<file path="src/rtl/core_memory_arbiter_pkg.sv">
// Shared types and constants for the core memory arbiter.
package core_memory_arbiter_pkg;

  typedef enum logic [1:0] {
    StIdle       = 2'd0,
    StGrantFetch = 2'd1,
    StGrantData  = 2'd2
  } arb_state_e;

  localparam logic ReqFetch = 1'b0;
  localparam logic ReqData  = 1'b1;

  localparam int unsigned CounterWidth = 16;

endpackage

</file>
<file path="src/rtl/memory_timeout_counter.sv">
// Watchdog for a granted bus access: expires on the limit-th consecutive enabled cycle.
// A limit of zero never expires.
module memory_timeout_counter
  import core_memory_arbiter_pkg::*;
(
  input  logic                    clk,
  input  logic                    rst,
  input  logic                    enable,
  input  logic                    clear,
  input  logic [CounterWidth-1:0] limit,
  output logic                    expired
);

  logic [CounterWidth-1:0] count_q, count_d;

  // count_q holds the number of earlier busy cycles, so the limit-th one fires.
  assign expired = enable && (limit != '0) && (count_q == limit - 1'b1);

  always_comb begin
    count_d = count_q;
    if (clear) begin
      count_d = '0;
    end else if (enable && (limit != '0) && !expired) begin
      count_d = count_q + 1'b1;
    end
  end

  always_ff @(posedge clk) begin
    if (rst) begin
      count_q <= '0;
    end else begin
      count_q <= count_d;
    end
  end

endmodule

</file>
<file path="src/rtl/core_memory_arbiter.sv">
// Arbitrates the single external memory bus between instruction fetch and load/store.
// Define ARBITER_ROUND_ROBIN_EN for round-robin tie-break instead of data-first priority.
module core_memory_arbiter
  import core_memory_arbiter_pkg::*;
#(
  parameter int unsigned TIMEOUT_CYCLES = 0
) (
  input  logic        clk,
  input  logic        rst,

  input  logic [31:0] fetch_memoryAddress,
  input  logic        fetch_memoryReadEnable,
  output logic [31:0] fetch_memoryDataRead,
  output logic        fetch_memoryBusy,
  output logic        fetch_memoryAccessFault,
  output logic        fetch_addressBreakpoint,

  input  logic [31:0] data_memoryAddress,
  input  logic [3:0]  data_memoryByteSelect,
  input  logic        data_memoryWriteEnable,
  input  logic        data_memoryReadEnable,
  input  logic [31:0] data_memoryDataWrite,
  output logic [31:0] data_memoryDataRead,
  output logic        data_memoryBusy,
  output logic        data_memoryAccessFault,
  output logic        data_addressBreakpoint,

  output logic [31:0] external_memoryAddress,
  output logic [3:0]  external_memoryByteSelect,
  output logic        external_memoryWriteEnable,
  output logic        external_memoryReadEnable,
  output logic [31:0] external_memoryDataWrite,
  input  logic [31:0] external_memoryDataRead,
  input  logic        external_memoryBusy,
  input  logic        external_memoryAccessFault,
  input  logic        external_addressBreakpoint
);

  localparam logic [CounterWidth-1:0] TimeoutLimit = CounterWidth'(TIMEOUT_CYCLES);

  arb_state_e state_q, state_d;

  logic fetch_req, data_req;
  logic ext_en, complete, timeout_expired;
  logic fetch_complete, data_complete;
  logic tie_to_fetch;

  assign fetch_req = fetch_memoryReadEnable;
  assign data_req  = data_memoryReadEnable | data_memoryWriteEnable;

`ifdef ARBITER_ROUND_ROBIN_EN
  logic last_served_q;

  assign tie_to_fetch = (last_served_q == ReqData);

  always_ff @(posedge clk) begin
    if (rst) begin
      last_served_q <= ReqData;
    end else if (complete) begin
      last_served_q <= (state_q == StGrantData) ? ReqData : ReqFetch;
    end
  end
`else
  assign tie_to_fetch = 1'b0;
`endif

  // Bus request mux; enables follow the live request so withdrawal or reset drops them at once.
  always_comb begin
    external_memoryAddress     = '0;
    external_memoryByteSelect  = '0;
    external_memoryWriteEnable = 1'b0;
    external_memoryReadEnable  = 1'b0;
    external_memoryDataWrite   = '0;
    if (!rst) begin
      case (state_q)
        StGrantData: begin
          external_memoryAddress     = data_memoryAddress;
          external_memoryByteSelect  = data_memoryByteSelect;
          external_memoryWriteEnable = data_memoryWriteEnable;
          external_memoryReadEnable  = data_memoryReadEnable;
          external_memoryDataWrite   = data_memoryDataWrite;
        end
        StGrantFetch: begin
          external_memoryAddress    = fetch_memoryAddress;
          external_memoryByteSelect = 4'hF;
          external_memoryReadEnable = fetch_req;
        end
        default: ;
      endcase
    end
  end

  assign ext_en         = external_memoryReadEnable | external_memoryWriteEnable;
  assign complete       = ext_en & (~external_memoryBusy | timeout_expired);
  assign fetch_complete = complete & (state_q == StGrantFetch);
  assign data_complete  = complete & (state_q == StGrantData);

  memory_timeout_counter u_timeout (
    .clk     (clk),
    .rst     (rst),
    .enable  (ext_en & external_memoryBusy),
    .clear   (state_d != state_q),
    .limit   (TimeoutLimit),
    .expired (timeout_expired)
  );

  // A timed-out access returns a fault with no data and no breakpoint.
  always_comb begin
    fetch_memoryDataRead    = (fetch_complete && !timeout_expired) ? external_memoryDataRead : '0;
    fetch_memoryAccessFault = fetch_complete & (timeout_expired | external_memoryAccessFault);
    fetch_addressBreakpoint = fetch_complete & ~timeout_expired & external_addressBreakpoint;
    fetch_memoryBusy        = fetch_req & ~fetch_complete;
    data_memoryDataRead     = (data_complete && !timeout_expired) ? external_memoryDataRead : '0;
    data_memoryAccessFault  = data_complete & (timeout_expired | external_memoryAccessFault);
    data_addressBreakpoint  = data_complete & ~timeout_expired & external_addressBreakpoint;
    data_memoryBusy         = data_req & ~data_complete;
  end

  always_comb begin
    state_d = state_q;
    case (state_q)
      StIdle: begin
        if (data_req && !(fetch_req && tie_to_fetch)) begin
          state_d = StGrantData;
        end else if (fetch_req) begin
          state_d = StGrantFetch;
        end
      end
      StGrantFetch: if (complete || !fetch_req) state_d = StIdle;
      StGrantData:  if (complete || !data_req) state_d = StIdle;
      default:      state_d = StIdle;
    endcase
  end

  always_ff @(posedge clk) begin
    if (rst) begin
      state_q <= StIdle;
    end else begin
      state_q <= state_d;
    end
  end

endmodule

</file>
<file path="config.mk">
export PLATFORM = sky130hd
export DESIGN_NAME = core_memory_arbiter
export DESIGN_NICKNAME = d
export VERILOG_FILES = /design/src/rtl/core_memory_arbiter_pkg.sv /design/src/rtl/memory_timeout_counter.sv /design/src/rtl/core_memory_arbiter.sv
export SDC_FILE = /design/constraint.sdc
export NUM_CORES = 1
export LEC_CHECK = 0
export ABC_AREA = 0
export BUFFER_PORTS_ARGS = -buffer_cell sky130_fd_sc_hd__buf_2
export CAP_MARGIN = 5
export CELL_PAD_IN_SITES_DETAIL_PLACEMENT = 2
export CELL_PAD_IN_SITES_GLOBAL_PLACEMENT = 2
export CORE_MARGIN = 2
export CORE_UTILIZATION = 10
export DETAILED_ROUTE_END_ITERATION = 7
export PLACE_DENSITY_LB_ADDON = 0.1
export SYNTH_ARGS = -nofsm -noshare
export SYNTH_HDL_FRONTEND = slang
export SYNTH_SLANG_ARGS = --single-unit
</file>
<file path="constraint.sdc">
create_clock -name clk -period 2.4 [get_ports clk]
set_clock_uncertainty 0.1 [all_clocks]
set_input_delay 0.48 -clock clk [delete_from_list [all_inputs] [get_ports clk]]
set_output_delay 0.48 -clock clk [all_outputs]
set_load 0.02 [all_outputs]
</file>
# Word-level counts from Yosys, hierarchy flattened

Cells that the tools add are included.
Widths: inputs -> output; s select.

Add/subtract/negate cells: 0
$mul: 0
Div/mod/pow operators: 0
Order comparisons: 0
Equality and inequality tests: 5
Shifts and indexed selects: 0
Muxes and demuxes: 17
Bitwise operators: 14
Reduce and logical (&&, ||, !) cells: 6

Operators by type and width:

| operator           | number |
|---|---|
| $mux 32            | 5 |
| $pmux 32 s2        | 1 |
| $and 1x1->1        | 9 |
| $mux 2             | 4 |
| $pmux 4 s2         | 1 |
| $pmux 2 s3         | 1 |
| $mux 4             | 1 |
| $ne 2x1->1 const B | 2 |
| $mux 1             | 3 |
| $ne 3x3->1 const B | 1 |
| $not 1->1          | 3 |
| $reduce_and 3->1   | 1 |
| $eq 2x1->1 const B | 1 |
| $eq 2x2->1 const B | 1 |
| $logic_not 1->1    | 2 |
| $logic_not 2->1    | 1 |
| $logic_or 1x1->1   | 2 |
| $or 1x1->1         | 2 |
| $pmux 1 s2         | 1 |

Flip-flop bits (word level): 2
Latch bits: 0
Memory bits (writable): 0
ROM bits: 0
Input bits: 140
Logic and storage cells: 43
Memories: 0

# Longest topological paths before layout

Gate-level depths: netlist of run 1.

Depth after elaboration: 8
Gate-level depth with buffers: 8
Gate-level depth less buffers: 6

# Modules after synthesis

A second synthesis of run 1 with hierarchy kept.

Cells, all modules: 424
Area, all modules: 2,906.5 sq um

Modules (own cells, without submodules):

| module                 | instances | cells each | area an instance (sq um) |
|---|---|---|---|
| core_memory_arbiter    | 1         | 237        | 1,490.2 |
| memory_timeout_counter | 1         | 187        | 1,416.4 |

# Worst setup path after synthesis of run 1

No wires, ideal clock.

Path kind: flip-flop to output port
Start: reg state_q[1]
End: out data_memoryDataRead[22]
Data arrival time: 1.688 ns
Data required time: 1.820 ns
Slack: 0.132 ns
Stages on the path, launching flop included: 9
Buffers on the path: 2
Path through: dfxtp_1 > inv_1 > ha_1 > nand2b_1 > buf_6 > a21oi_4 > o211a_4 > buf_6 > and2_1

Word-level cells in the longest chain between the ends: 7
Elaborated cells on any way between the ends: 10
Classes of those cells: 2 x eq/ne; 5 x mux; 3 x bitwise

RTL lines:

| item                                     | line                       | RTL |
|---|---|---|
| from (decl)                              | core_memory_arbiter.sv:41  | `arb_state_e state_q, state_d;` |
| from (signal assigned)                   | core_memory_arbiter.sv:137 | `state_q <= StIdle;` |
| from (signal assigned)                   | core_memory_arbiter.sv:139 | `state_q <= state_d;` |
| $eq 2x1->1 or $eq 2x2->1 (tied branches) | core_memory_arbiter.sv:75  | `case (state_q)` |
| $pmux 1 s2 *                             | core_memory_arbiter.sv:75  |  |
| $mux 1 *                                 | core_memory_arbiter.sv:74  | `if (!rst) begin` |
| via external_memoryReadEnable            | core_memory_arbiter.sv:31  | `output logic external_memoryReadEnable,` |
| $or 1x1->1 *                             | core_memory_arbiter.sv:93  | `assign ext_en = external_memoryReadEnable \| external_memoryWriteEnable;` |
| $and 1x1->1 *                            | core_memory_arbiter.sv:94  | `assign complete = ext_en & (~external_memoryBusy \| timeout_expired);` |
| $and 1x1->1 *                            | core_memory_arbiter.sv:96  | `assign data_complete = complete & (state_q == StGrantData);` |
| $mux 32 *                                | core_memory_arbiter.sv:113 | `data_memoryDataRead = (data_complete && !timeout_expired) ? external_memoryDataRead : '0;` |
| to (decl)                                | core_memory_arbiter.sv:23  | `output logic [31:0] data_memoryDataRead,` |

The timed path passes the listed nets; every way through them passes the cells marked *.

# Final worst setup path of run 1

Start: reg state_q[1]
End: out data_memoryDataRead[16]

Word-level cells in the longest chain between the ends: 7
Elaborated cells on any way between the ends: 10
Classes of those cells: 2 x eq/ne; 5 x mux; 3 x bitwise

RTL lines:

| item                                     | line |
|---|---|
| $eq 2x1->1 or $eq 2x2->1 (tied branches) | core_memory_arbiter.sv:75, core_memory_arbiter.sv:96 |
| $pmux 1 s2 or $mux 1 (tied branches)     | core_memory_arbiter.sv:75 |
| $mux 1                                   | core_memory_arbiter.sv:74 |
| $or 1x1->1                               | core_memory_arbiter.sv:93 |
| $and 1x1->1                              | core_memory_arbiter.sv:94 |
| $and 1x1->1 *                            | core_memory_arbiter.sv:96 |
| $mux 32 *                                | core_memory_arbiter.sv:113 |

Every way passes the cells marked *; elsewhere a longest branch is shown, timed or not.

==> results.sh, run 1 <==
export IMPL_clkLatencyLatePin_ps=220
export IMPL_p_switching_uw=473.9
export IMPL_seqPwrFrac_pct=4.7
export IMPL_htreeDepth=1
export IMPL_pre_cts_slack_ps=72.93
export IMPL_rsz0062_at_grt="true"
export IMPL_synth_top_cell_area_share_pct=43.91
export IMPL_drtIter0Drc=46
export IMPL_finalCritPeriodShare_pct=101.5
export IMPL_crit_slowest_cell="dfxtp_4"
export IMPL_root_buffer="clkbuf_16"
export IMPL_synthFlopType="dfxtp_1"
export IMPL_violations="negative setup slack"
export IMPL_max_stage_delay_ps=370
export IMPL_ys_ff_latch=2
export IMPL_swShare_pct=44.44
export IMPL_synth_xor_area_share_pct=0
export IMPL_irDropWorstVdd_mv=0.2066
export IMPL_grt_pass1_wl_mm=14.59
export IMPL_antenna_found_initial=0
export IMPL_synth_area_um2=1439
export IMPL_portBuffers=279
export IMPL_endpoint_kind="output pin"
export IMPL_crit_fanout=7
export IMPL_final_area_um2=3949
export IMPL_cts_root_to_sink_buffers=2
export IMPL_initial_utilization_pct=10.29
export IMPL_synth_async_sr_flop_share_pct=0
export IMPL_tns_ps=-638.2
export IMPL_numCtsBuffers=3
export IMPL_hold_path_class="flop to flop"
export IMPL_slew_headroom_pct=72.50
export IMPL_crit_family="compound AO/OA/AOI/OAI gates"
export IMPL_p_int_uw=592.5
export IMPL_nets=657
export IMPL_synth_top_family_by_area="simple AND/OR/NAND/NOR gates"
export IMPL_synth_compound_area_share_pct=24.52
export IMPL_drt_wl_total_mm=11.06
export IMPL_synth_top_area_cell="and2_1"
export IMPL_clockPowerShare_pct=23.2
export IMPL_worstSetupPathType="flop to output pin"
export IMPL_status="finished with violations"
export IMPL_cts_tree="yes"
export IMPL_crit_chain="inv_4, ha_4, nand2b_4, a21oi_4, o211a_4, clkbuf_16, and2_4, buf_6"
export IMPL_n_fill_cell=1665
export IMPL_via_per_inst=4.017
export IMPL_syn_num_nets=370
export IMPL_setup_viol=46
export IMPL_drc=0
export IMPL_slew_viol_final=0
export IMPL_power_total_uw=1066
export IMPL_gr_total_overflow=0
export IMPL_postRouteAntennaNets=0
export IMPL_area_growth_pct=174.4
export IMPL_largest_reg_flops=2
export IMPL_place_area_um2=3064
export IMPL_ys_seq_area_share_pct=2.783
export IMPL_cts_reportedPaths_clkPinSlew_ps=30
export IMPL_synth_area_leaders="and2_1, a22oi_1, nor2_1"
export IMPL_leakage_uw=0.002149
export IMPL_fp_dieW_um=124.0
export IMPL_worst_slack_ps=-35.11
export IMPL_vias=2780
export IMPL_wl_per_cell_um=15.99
export IMPL_clock_sinks=2
export IMPL_track_usage_pct=11.87
export IMPL_synth_commonest_cells="and2_1, nor2_1, a22oi_1"
export IMPL_critPathRequiredTime_ps=1820
export IMPL_avgSynthCellArea_um2=6.339
export IMPL_startpoint_type="flop"
export IMPL_yosys_warnings=0
export IMPL_dieArea_um2=15360
export IMPL_path_buf_inv=3
export IMPL_synth_adder_area_share_pct=2.609
export IMPL_cap_violations=0
export IMPL_regArea_um2=47.55
export IMPL_top_register="state_q"
export IMPL_std_cell_rows=43
export IMPL_drive_gt1_share_pct=75.59
export IMPL_ys_types=28
export IMPL_grt_max_degree=37
export IMPL_core_um2=13990
export IMPL_pin_count=280
export IMPL_arrival_ps=1860
export IMPL_multi_input_area_um2=1476
export IMPL_grt_pass1_vias=2788
export IMPL_power_frac_comb_pct=72.1
export IMPL_synth_edff_count=0
export IMPL_period_minus_slack_ps=2435
export IMPL_reg_top3="state_q: 2 flops"
export IMPL_power_per_cell_area_nw_per_um2=270.1
export IMPL_muxShareOfSynthArea_pct=0
export IMPL_yosys_area_share_simple_pct=60.00
export IMPL_insertedDiodeCount=0
export IMPL_finalHoldViolCount=0
export IMPL_hpwlAfterDp_mm=8.658
export IMPL_netlist_instances=227
export IMPL_yosysMostFrequentCell="and2_1"
export IMPL_place_congestion=0.7313
export IMPL_dr_pass1_iters=3
export IMPL_fmax_mhz=410.7
export IMPL_tightest_slew_ps=412.5
export IMPL_die_y_um=124.0
export IMPL_holdWs_ps=448.1
-- worst min-delay path, stage by stage, from the launching register on --
cell,delay [ps]
dfxtp_4,340
inv_4,80
a21oi_1,80
-- per-layer routing --
layer  vias to the layer above  share of wire (%)  global-route usage (%)
li1                       1326                  -                       -
met1                      1301                 34                   11.65
met2                       149                 55                   24.76
met3                         4                 11                   3.800
met4                         0               0.20                  0.8427
met5                         -                  0                       0
-- kinds of logic after synthesis --
| kind of cell | after synthesis |
|---|---|
| DFF | 2 |
| buffers and inverters | 24 |
| AOI/OAI and AO/OA | 45 |
| adders and majority gates | 3 |
| and+or+nand+nor | 153 |
-- metrics by stage --
stage / util (%) / cells
after floorplan: - / 227
after global placement: 21.91 / 680
after detailed placement: 21.91 / 680
after CTS: 23.46 / 685
after global routing: 28.23 / 692
final: 28.23 / 692
-- area by class of cell --
class                           count  area share, %
Inverter                            3         0.4119
Multi-Input combinational cell    201          37.39
Timing Repair Buffer              303          53.39
Sequential cell                     2          1.204
Clock buffer                        3          1.901
Tap cell                          180          5.703
-- repair_timing --
action | CTS | global route
buffers inserted | 2 | 3
hold buffers | 0 | 0
gates resized for setup | 48 | 178
pin swaps | 2 | 55
gates cloned | 0 | 5
setup endpoints to repair | 76 | 93
-- worst paths after layout --
path                            slack (ps)  depth (start not counted)                      end       start
worst max-delay path                   -40                          8  data_memoryDataRead[16]  state_q[1]
worst min-delay path                   450                          2               state_q[0]  state_q[0]
worst max register to register         540                          7               state_q[1]  state_q[0]
worst min register to register         450                          2               state_q[0]  state_q[0]
-- cells in the final DEF (no fill, tap or decap), drive strengths merged, types with 2 or more instances in the layout --
cell	count
nor2b	3
nor2	38
ha	3
dfxtp	2
a21oi	7
a22oi	32
clkbuf	6
and2	101
nand2	3
inv	3
o211a	2
buf	300
-- power groups by stage --
stage          sequential [uW]  combinational, uW  clock (uW)
4_1_cts                   45.5                715         248
3_5_place_dp              44.4                691           0
3_3_place_gp              43.8                683           0
6_report                  50.3                768         248
5_1_grt                   51.3                850         258
2_1_floorplan             42.0                394           0
Note: power is estimated with default switching activity, not from simulation.
==> inputs of run 2 (changes only) <==
BUFFER_PORTS_ARGS = unset   (was -buffer_cell sky130_fd_sc_hd__buf_2)
CORE_AREA = 2 2 110 112   (was unset)
CORE_MARGIN = unset   (was 2)
CORE_UTILIZATION = unset   (was 10)
DIE_AREA = 0 0 112 114   (was unset)
DONT_BUFFER_PORTS = 1   (was unset)
==> results.sh, run 2 (synthesis gave the netlist of run 1 again) <==
export IMPL_status="finished clean"
export IMPL_gr_total_overflow=0
export IMPL_drc=0
export IMPL_postRouteAntennaNets=0
export IMPL_setup_viol=0
export IMPL_clkLatencyLatePin_ps=220
export IMPL_tns_ps=0
export IMPL_area_growth_pct=57.65
export IMPL_portBuffers=0
export IMPL_vias=1908
export IMPL_drtIter0Drc=97
export IMPL_crit_slowest_cell="dfxtp_4"
export IMPL_leakage_uw=0.0009824
export IMPL_largest_reg_flops=2
export IMPL_arrival_ps=1820
export IMPL_cap_violations=0
export IMPL_via_per_inst=4.554
export IMPL_htreeDepth=1
export IMPL_hold_path_class="primary input to flop"
export IMPL_max_stage_delay_ps=370
export IMPL_pin_count=280
export IMPL_tightest_slew_ps=423.2
export IMPL_numCtsBuffers=3
export IMPL_insertedDiodeCount=0
export IMPL_final_cell_mix="and2_2, buf_4, nor2_1"
export IMPL_cts_root_to_sink_buffers=2
export IMPL_slew_headroom_pct=71.73
export IMPL_antenna_found_initial=0
export IMPL_hpwlAfterDp_mm=5.942
export IMPL_critPathRequiredTime_ps=1820
export IMPL_reg_top3="state_q: 2 flops"
export IMPL_core_um2=11710
export IMPL_dieArea_um2=12770
export IMPL_pre_cts_slack_ps=-21.77
export IMPL_crit_chain="inv_6, ha_4, nand2b_4, a21oi_4, buf_12, buf_6, o211a_4, nor2b_1, buf_4"
export IMPL_std_cell_rows=40
export IMPL_root_buffer="clkbuf_16"
export IMPL_drt_wl_total_mm=8.394
export IMPL_finalCritPeriodShare_pct=99.84
export IMPL_grt_max_degree=37
export IMPL_grt_pass1_wl_mm=11.67
export IMPL_worst_slack_ps=3.811
export IMPL_rsz0062_at_grt="true"
export IMPL_nets=417
export IMPL_top_register="state_q"
export IMPL_drive_gt1_share_pct=54.78
export IMPL_initial_utilization_pct=12.29
export IMPL_clock_sinks=2
export IMPL_place_congestion=0.7291
export IMPL_finalHoldViolCount=0
export IMPL_worstSetupPathType="flop to output pin"
export IMPL_grt_pass1_vias=1947
export IMPL_slew_viol_final=0
export IMPL_wl_per_cell_um=20.03
export IMPL_fp_dieW_um=112
export IMPL_cts_tree="yes"
export IMPL_fmax_mhz=417.3
export IMPL_crit_fanout=8
export IMPL_cts_hold_buf=0
export IMPL_endpoint_kind="output pin"
export IMPL_mostFrequentLayoutCell="and2_2"
export IMPL_irDropWorstVdd_mv=0.3475
export IMPL_final_core_util_pct=19.37
export IMPL_cts_reportedPaths_clkPinSlew_ps=30
export IMPL_power_per_cell_area_nw_per_um2=397.2
export IMPL_die_y_um=114
export IMPL_period_minus_slack_ps=2396
export IMPL_track_usage_pct=11.38
export IMPL_startpoint_type="flop"
export IMPL_dr_pass1_iters=3
run 2: cell count changes in the layout (fill, tap and decap cells not counted), sizes merged:
cell,before,now
o211a,2,8
clkbuf,6,3
buf,300,57
run 2: final timing paths:
check,from,to,slack (ps),cells after the start
worst max-delay path,state_q[0],fetch_memoryBusy,4,9
worst min-delay path,fetch_memoryReadEnable,state_q[0],320,2
worst max register to register,state_q[0],state_q[1],350,8
worst min register to register,state_q[0],state_q[0],440,2
run 2: final cells by class:
class	instances	area (um2)
Inverter	3	18.77
Timing Repair Buffer	57	444.2
Clock buffer	3	75.07
Fill cell	1413	9443
Multi-Input combinational cell	207	1499
Tap cell	147	183.9
Sequential cell	2	47.55
run 2: critical path, delay by kind of cell (launching register included):
family | cells | cell delay [ps]
adders and majority gates | 1 | 240
buffers and inverters | 4 | 450
AOI/OAI and AO/OA | 2 | 320
DFF | 1 | 370
and+or+nand+nor | 2 | 210
run 2: timing repair:
item                                   CTS  global route
endpoints found under the hold margin    0             0
setup endpoints to repair               84            42
gates resized for setup                 75            21
cloned                                   5             1
pin swaps                                8             4
setup buffers                            9             1
run 2: routing by layer:
| metal | wire length [um] | share of wire [%] | up-vias | GRT usage, % |
|---|---|---|---|---|
| met3 | 866 | 10 | 0 | 3.029 |
| met2 | 4440 | 53 | 150 | 22.14 |
| met5 | 0 | 0 | - | 0 |
| li1 | - | - | 864 | - |
| met1 | 3087 | 37 | 894 | 12.90 |
| met4 | 0 | 0 | 0 | 0.9756 |
run 2: stage by stage:
step / cells / total power (uW) / instance area (um2) / hold slack [ps]
after detailed placement: 400 / 568.0 / 1842 / 434.7
after global placement: 400 / 566.7 / 1842 / 424.2
final: 419 / 901.1 / 2268 / 320.0
after floorplan: 227 / 435.6 / 1439 / 376.8
after CTS: 417 / 902.1 / 2213 / 323.5
after global routing: 419 / 970.1 / 2268 / 328.2
run 2: report_power, final:
part           switching, uW  internal, uW
Sequential              9.15          40.4
Combinational            383           222
Clock                   34.5           212
==> inputs of run 3 (changes only) <==
MAX_ROUTING_LAYER = met4   (was unset)
TNS_END_PERCENT = 50   (was unset)
==> results.sh, run 3 (synthesis gave the netlist of run 1 again) <==
export IMPL_status="finished clean"
export IMPL_drtIter0Drc=98
export IMPL_gr_total_overflow=0
export IMPL_top_register="state_q"
export IMPL_holdWs_ps=320.1
export IMPL_irDropWorstVdd_mv=0.3475
export IMPL_pre_cts_slack_ps=-21.77
export IMPL_pin_count=280
export IMPL_r2r_start="state_q[0]"
export IMPL_drt_wl_total_mm=8.398
export IMPL_portBuffers=0
export IMPL_final_cell_mix="and2_2, buf_4, nor2_1"
export IMPL_leakage_uw=0.0009818
export IMPL_wl_per_cell_um=20.04
export IMPL_critPathRequiredTime_ps=1820
export IMPL_cts_hold_buf=0
export IMPL_worst_hold_path_endpoint="state_q[0]"
export IMPL_via_per_inst=4.561
export IMPL_postRouteAntennaNets=0
export IMPL_slew_headroom_pct=73.37
export IMPL_hold_path_class="primary input to flop"
export IMPL_largest_reg_flops=2
export IMPL_fmax_mhz=417.6
export IMPL_drc=0
export IMPL_endpoint_kind="output pin"
export IMPL_hpwlAfterDp_mm=5.942
export IMPL_track_usage_pct=11.72
export IMPL_final_core_util_pct=19.36
export IMPL_power_per_cell_area_nw_per_um2=396.4
export IMPL_std_cell_rows=40
export IMPL_finalHoldViolCount=0
export IMPL_grt_pass1_wl_mm=11.64
export IMPL_hp_start="fetch_memoryReadEnable"
export IMPL_core_um2=11710
export IMPL_place_congestion=0.7379
export IMPL_finalCritPeriodShare_pct=99.78
export IMPL_period_minus_slack_ps=2395
export IMPL_clock_sinks=2
export IMPL_insertedDiodeCount=0
export IMPL_cts_tree="yes"
export IMPL_cts_reportedPaths_clkPinSlew_ps=30
export IMPL_tightest_slew_ps=398.7
export IMPL_clkLatencyLatePin_ps=220
export IMPL_cts_root_to_sink_buffers=2
export IMPL_fp_dieW_um=112
export IMPL_worst_slack_ps=5.324
export IMPL_area_growth_pct=57.56
export IMPL_mostFrequentLayoutCell="and2_2"
export IMPL_grt_pass1_vias=1950
export IMPL_dieArea_um2=12770
export IMPL_crit_fanout=8
export IMPL_reg_top3="state_q: 2 flops"
export IMPL_rsz0062_at_grt="true"
export IMPL_grt_max_degree=37
export IMPL_startpoint_type="flop"
export IMPL_arrival_ps=1810
export IMPL_setup_viol=0
export IMPL_r2r_cells=8
export IMPL_antenna_found_initial=0
export IMPL_vias=1911
export IMPL_htreeDepth=1
export IMPL_r2r_slack_ps=370
export IMPL_whs_path_depth=2
export IMPL_cap_violations=0
export IMPL_slew_viol_final=0
export IMPL_dr_pass1_iters=2
export IMPL_die_y_um=114
export IMPL_nets=417
export IMPL_initial_utilization_pct=12.29
export IMPL_numCtsBuffers=3
export IMPL_root_buffer="clkbuf_16"
export IMPL_worstSetupPathType="flop to output pin"
export IMPL_drive_gt1_share_pct=54.78
export IMPL_rr_endpoint="state_q[1]"
-- run 3: cell counts in the layout (fill, tap and decap cells not counted) --
No cell type changed its count.
-- run 3: critical path, cell delays in order (launching register included) --
cell and delay, ps:
dfxtp_4 370, inv_6 50, ha_4 240, nand2b_4 80
a21oi_4 40, buf_12 140, buf_6 110, o211a_4 280
nor2b_1 120, buf_4 150
-- run 3: layer usage --
| layer | global-route usage, % | part of all wire [%] | up-vias |
|---|---|---|---|
| li1 | - | - | 863 |
| met1 | 12.84 | 37 | 894 |
| met2 | 22.26 | 53 | 152 |
| met3 | 3.029 | 10 | 2 |
| met4 | 0.9756 | 0.15 | 0 |
| met5 | - | 0 | - |
-- run 3: power breakdown --
| part | internal (uW) | switching (uW) |
|---|---|---|
| logic | 223 | 380 |
| clock network | 212 | 34.5 |
| registers | 40.4 | 9.15 |
| total | 475 | 424 |
-- run 3: stage by stage --
step                      cells  TNS [ps]  total power (uW)  area (um2)
after detailed placement    400    -252.1             568.0        1842
after CTS                   417         0             902.1        2213
after global placement      400     -1119             566.7        1842
final                       419         0             898.7        2267
after global routing        419    -674.4             970.2        2267
after floorplan             227         0             435.6        1439
-- run 3: cell type report --
class | count | area [um2]
Tap cell | 147 | 183.9
Multi-Input combinational cell | 207 | 1498
Sequential cell | 2 | 47.55
Inverter | 3 | 18.77
Fill cell | 1413 | 9444
Clock buffer | 3 | 75.07
Timing Repair Buffer | 57 | 444.2
-- run 3: how the worst max path moves through the flow --
stage	cells past startpoint	from	slack, ps	to
6_report	9	state_q[0]	5	fetch_memoryBusy
2_1_floorplan	8	state_q[1]	130	data_memoryDataRead[22]
3_5_place_dp	6	state_q[0]	-20	fetch_memoryDataRead[16]
4_1_cts	9	state_q[1]	6	fetch_memoryBusy
3_3_place_gp	6	state_q[0]	-50	fetch_memoryDataRead[18]
5_1_grt	9	state_q[0]	-80	fetch_memoryBusy
-- run 3: repair_timing --
action                     in CTS  in global routing
resized for setup              75                 20
pin swaps                       8                  3
cloned                          5                  1
setup endpoints to repair      84                 42
setup buffers                   9                  1
